<file path="config.mk">
export PLATFORM = sky130hd
export DESIGN_NAME = ir_intf
export DESIGN_NICKNAME = d
export VERILOG_FILES = /design/src/rtl/ir_intf.sv
export SDC_FILE = /design/constraint.sdc
export NUM_CORES = 1
export LEC_CHECK = 0
export BUFFER_PORTS_ARGS = -buffer_cell sky130_fd_sc_hd__buf_2
export CORE_ASPECT_RATIO = 1.5
export CORE_UTILIZATION = 50
export CTS_CLUSTER_SIZE = 40
export DETAILED_ROUTE_END_ITERATION = 10
export PLACE_DENSITY = 0.72
export SLEW_MARGIN = 20
export SYNTH_ARGS = -nofsm -noshare
export SYNTH_HDL_FRONTEND = slang
export SYNTH_SLANG_ARGS = --single-unit
</file>
<file path="constraint.sdc">
create_clock -name clk -period 2.05 [get_ports clk]
set_input_delay 0.205 -clock clk [delete_from_list [all_inputs] [get_ports clk]]
set_output_delay 0.205 -clock clk [all_outputs]
set_load 0.02 [all_outputs]
</file>
<file path="src/rtl/ir_intf.sv">
// ir_intf: periodic IR reflectance sequencer.
// Each round enables the emitters, lets them settle, converts the eight
// sensor channels through the shared A2D, then publishes all readings at
// once with a single-cycle IR_vld strobe.
// Ports:
//   clk, rst_n        - clock, synchronous active-low reset
//   strt_cnv, chnnl   - A2D start pulse and channel select
//   cnv_cmplt, res    - A2D completion pulse and 12-bit result
//   IR_en             - emitter enable
//   IR_vld            - new reading set strobe
//   IR_R0..3, IR_L0..3 - right/left readings, inside out
module ir_intf #(
  parameter int unsigned PERIOD_CYCLES = 4096,
  parameter int unsigned SETTLE_CYCLES = 1024
) (
  input  logic        clk,
  input  logic        rst_n,
  output logic        strt_cnv,
  output logic [2:0]  chnnl,
  input  logic        cnv_cmplt,
  input  logic [11:0] res,
  output logic        IR_en,
  output logic        IR_vld,
  output logic [11:0] IR_R0,
  output logic [11:0] IR_R1,
  output logic [11:0] IR_R2,
  output logic [11:0] IR_R3,
  output logic [11:0] IR_L0,
  output logic [11:0] IR_L1,
  output logic [11:0] IR_L2,
  output logic [11:0] IR_L3
);

  localparam int unsigned TW = (PERIOD_CYCLES > 1) ? $clog2(PERIOD_CYCLES) : 1;
  localparam int unsigned SW = (SETTLE_CYCLES > 1) ? $clog2(SETTLE_CYCLES) : 1;
  localparam int unsigned DW = 12;
  localparam int unsigned NCH = 8;

  typedef enum logic [2:0] {
    S_IDLE   = 3'd0,
    S_SETTLE = 3'd1,
    S_START  = 3'd2,
    S_WAIT   = 3'd3,
    S_DONE   = 3'd4
  } state_t;

  state_t          state_q, state_d;
  logic [TW-1:0]   timer_q, timer_d;
  logic [SW-1:0]   settle_q, settle_d;
  logic [2:0]      idx_q, idx_d;
  logic [DW-1:0]   sh_q [NCH];
  logic [DW-1:0]   sh_d [NCH];
  logic [DW-1:0]   rd_q [NCH];
  logic [DW-1:0]   rd_d [NCH];
  logic            strt_q, strt_d;
  logic [2:0]      chnnl_q, chnnl_d;
  logic            en_q, en_d;
  logic            vld_q, vld_d;

  logic tick;
  logic settle_done;
  logic last_ch;

  // Free-running period timer; the wrap cycle is the round tick.
  assign tick        = (timer_q == TW'(PERIOD_CYCLES - 1));
  assign timer_d     = tick ? '0 : timer_q + TW'(1);
  assign settle_done = (settle_q == SW'(SETTLE_CYCLES - 1));
  assign last_ch     = (idx_q == 3'd7);

  // State register.
  always_ff @(posedge clk) begin
    if (!rst_n) state_q <= S_IDLE;
    else        state_q <= state_d;
  end

  // Next-state logic; ticks outside IDLE are dropped (overrun).
  always_comb begin
    state_d = state_q;
    case (state_q)
      S_IDLE:   if (tick) state_d = S_SETTLE;
      S_SETTLE: if (settle_done) state_d = S_START;
      S_START:  state_d = S_WAIT;
      S_WAIT:   if (cnv_cmplt) state_d = last_ch ? S_DONE : S_START;
      S_DONE:   state_d = S_IDLE;
      default:  state_d = S_IDLE;
    endcase
  end

  // Output and datapath next values, decoded from the next state so every
  // output is registered yet lands in the cycle of its state.
  always_comb begin
    settle_d = '0;
    idx_d    = idx_q;
    sh_d     = sh_q;
    rd_d     = rd_q;

    if (state_q == S_SETTLE) settle_d = settle_q + SW'(1);
    if ((state_q == S_IDLE) && tick) idx_d = 3'd0;
    // Completions are only honoured while waiting for one.
    if ((state_q == S_WAIT) && cnv_cmplt) begin
      sh_d[idx_q] = res;
      if (!last_ch) idx_d = idx_q + 3'd1;
    end
    // Shadow set includes the final capture happening this same edge.
    if (state_d == S_DONE) rd_d = sh_d;

    strt_d  = (state_d == S_START);
    chnnl_d = strt_d ? idx_d : chnnl_q;
    en_d    = (state_d == S_SETTLE) || (state_d == S_START) || (state_d == S_WAIT);
    vld_d   = (state_d == S_DONE);
  end

  // Datapath and output registers.
  always_ff @(posedge clk) begin
    if (!rst_n) begin
      timer_q  <= '0;
      settle_q <= '0;
      idx_q    <= '0;
      strt_q   <= 1'b0;
      chnnl_q  <= '0;
      en_q     <= 1'b0;
      vld_q    <= 1'b0;
      for (int i = 0; i < NCH; i++) begin
        sh_q[i] <= '0;
        rd_q[i] <= '0;
      end
    end else begin
      timer_q  <= timer_d;
      settle_q <= settle_d;
      idx_q    <= idx_d;
      strt_q   <= strt_d;
      chnnl_q  <= chnnl_d;
      en_q     <= en_d;
      vld_q    <= vld_d;
      for (int i = 0; i < NCH; i++) begin
        sh_q[i] <= sh_d[i];
        rd_q[i] <= rd_d[i];
      end
    end
  end

  assign strt_cnv = strt_q;
  assign chnnl    = chnnl_q;
  assign IR_en    = en_q;
  assign IR_vld   = vld_q;

  // Channel order alternates right/left, moving outward.
  assign IR_R0 = rd_q[0];
  assign IR_L0 = rd_q[1];
  assign IR_R1 = rd_q[2];
  assign IR_L1 = rd_q[3];
  assign IR_R2 = rd_q[4];
  assign IR_L2 = rd_q[5];
  assign IR_R3 = rd_q[6];
  assign IR_L3 = rd_q[7];

endmodule

</file>
==> metrics <==
status complete, no violations; TNS Setup 0 ps; Initial Util 0.511; slew margin rel. 0.699; Clock Path Buffers 3; Lkg Pwr between 4 and 5 nW; WP buf/inv 0; TritonCTS Buffers 21; vias in the first global route about 5,500; Critical Path, Cell by Cell or3b_2 > nor4_2 > o21ba_2 > mux2i_1; Cell Area, Synth roughly 0.0083 mm²; ANT cells 0; post-DR wirelength/cell 16.2 µm; Syn Area/Cell 10.2 µm²; Yosys warnings 0; DRT antenna net count 0; Final setup viols 0; crit-path max FO 9; placed instance area 0.00911 mm²; post-synthesis async set-or-reset flop share 0; clock root cell clkbuf_16; RSZ-0062 raised after global routing no; Crit-path slowest cell or3b_2; num rows 57; Fill cells around 1,400; final hold viol count 0; R2R Setup Slk approximately 220 ps; antenna violations before repair 0; Mapped Nets 832; nature of the critical path startpoint register; first-pass GRT wire length a little under 30,000 µm; DRC Markers 0; I/O pins between 100 and 150; Area Overhead vs Synth 17.5%; hold buffers post-CTS 0; Arrival @ worst endpoint between 2000 and 2500 ps; most frequent cell after synthesis dfxtp_1; chip width roughly 110 µm; DR iter-0 viols between 200 and 250; Final Critical Period between 1500 and 2000 ps; vias per cell 5.25; Worst EP required approximately 2500 ps; placeable core region ~0.016 mm²; max-slew violation count 0; Post-synth EDFFs 0; top post-synthesis cells by count dfxtp_1 (226), o21ai_0 (103), a21oi_1 (100); DR pass1 iterations 4; Netlist cell types between 40 and 50; Worst Setup End Kind register; Synth top area share 0.544; path type of the worst min-delay path primary input to register; Max H-tree Level 1; Fmax achieved ~550 MHz; total gr overflow 0; Clock Sink Count ~230; Synth area leader dfxtp_1; die area between 0.015 and 0.02 mm²; Via Count 5,891; # resized after CTS 0; dpl hpwl approximately 12,000 µm; CTS tree done; max incr delay on CP roughly 500 ps; die height about 160 µm; sequential area share after synthesis 0.544; # port buffers ~120; nets a little over 900; Clock Latency Late Sink around 500 ps; power per cell area roughly 850 mW/mm²; share of cells above drive strength 1 0.197; routed wire length 18,200 µm; Area contributors post-synth dfxtp_1 (54%), mux2i_1 (12%), nor2b_1 (7.2%), o21ai_0 (6.2%), a21oi_1 (6.0%); worst slew pin tran 450 ps; Worst Setup Path Type register to register; number of setup buffers added after CTS 0; Clock transition at path regs approximately 60 ps; Max-cap violations 0; Tot GR Track Use 0.213; predominant post-synthesis flop cell dfxtp_1; Placer Congestion slightly below 0.8; Cells after Synth just over 800; Final period util 0.891; largest net degree at the start of global routing 85; delay-heaviest family, CP simple AND/OR/NAND/NOR gates; post-route design area 0.00976 mm²; worst vdd ir roughly 0.76 mV; Fin Clk Skew slightly below 7 ps; FF+latch count, synth ~230
==> registers in the layout (all words and copies together), names as in the netlist, 10 cells and up <==
name      flops
sh_q         96
IR_L0        12
IR_L1        12
IR_L2        12
IR_L3        12
IR_R0        12
IR_R1        12
IR_R2        12
IR_R3        12
timer_q      12
settle_q     10
==> path summary, 6_finish.rpt <==
kind              startpoint          to  cells past startpoint
setup / recovery  state_q[0]    chnnl[1]                      4
hold / removal         rst_n  state_q[1]                      2
setup reg to reg  state_q[0]    chnnl[1]                      4
hold reg to reg     chnnl[2]    chnnl[2]                      2
==> cell families after synthesis <==
kind of cell             Yosys count  share of synthesized area
flip-flops                       226                      0.544
adder cells (fa/ha/maj)            4                    0.00602
multiplexers                      98                      0.118
AND/OR/NAND/NOR                  179                      0.137
AO/OA/AOI/OAI                    217                      0.136
buffers and inverters             75                     0.0437
XOR/XNOR                          14                     0.0148
==> cell usage in the layout, fill, tap and decap left out, drive strengths merged, types with 2 or more instances in the layout <==
| cell | count |
|---|---|
| a21boi | 2 |
| xnor2 | 6 |
| nand4b | 3 |
| and3 | 2 |
| dfxtp | 226 |
| o2bb2ai | 2 |
| xor2 | 8 |
| nor4b | 2 |
| inv | 6 |
| o21a | 2 |
| a21oi | 100 |
| o311ai | 2 |
| o21ai | 103 |
| o31ai | 2 |
| or3 | 8 |
| or3b | 2 |
| nor2b | 96 |
| nand2 | 8 |
| and2 | 6 |
| nor3 | 4 |
| nand3 | 9 |
| clkbuf | 31 |
| buf | 139 |
| nor4 | 5 |
| a31oi | 2 |
| ha | 4 |
| mux2i | 98 |
| nand4 | 7 |
| nor2 | 23 |
==> final cells by class <==
cell class	count	area (µm²)	share of cell area
timing repair buffer	139	881	0.0902
multi-input combinational	512	3430	0.351
clock inverter	4	51.3	0.00525
inverter	5	18.8	0.00192
sequential	226	4520	0.463
clock buffer	31	603	0.0618
tap	206	258	0.0264
==> power breakdown <==
group	leakage, nW	total [mW]	internal, mW	switching [mW]
sequential	1.82	4.40	4.39	0.00465
combinational	2.01	0.176	0.0593	0.116
clock	0.317	3.77	2.16	1.61
total	4.15	8.34	6.61	1.73
==> through the flow <==
step            util  power (mW)  setup WS [ps]  cells  hold WS [ps]
6_report       0.600        8.34            223   1123          55.3
5_1_grt        0.600        8.61           59.1   1123          43.6
4_1_cts        0.600        8.43            235   1123          40.1
3_5_place_dp   0.560        4.68            254   1088           446
3_3_place_gp   0.560        4.68            264   1088           442
2_1_floorplan      -        4.61            397    813           426
==> routing by layer <==
layer / vias to the layer above / routed length [µm] / GRT usage / share of wire
met3: 23 / 648 / 0.0294 / 0.036
met5: - / 0 / 0 / 0
met1: 2796 / 8140 / 0.280 / 0.45
met4: 0 / 295 / 0.0535 / 0.016
met2: 96 / 9070 / 0.366 / 0.50
li1: 2976 / - / - / -
No activity file was read; power rests on OpenSTA's default activity.
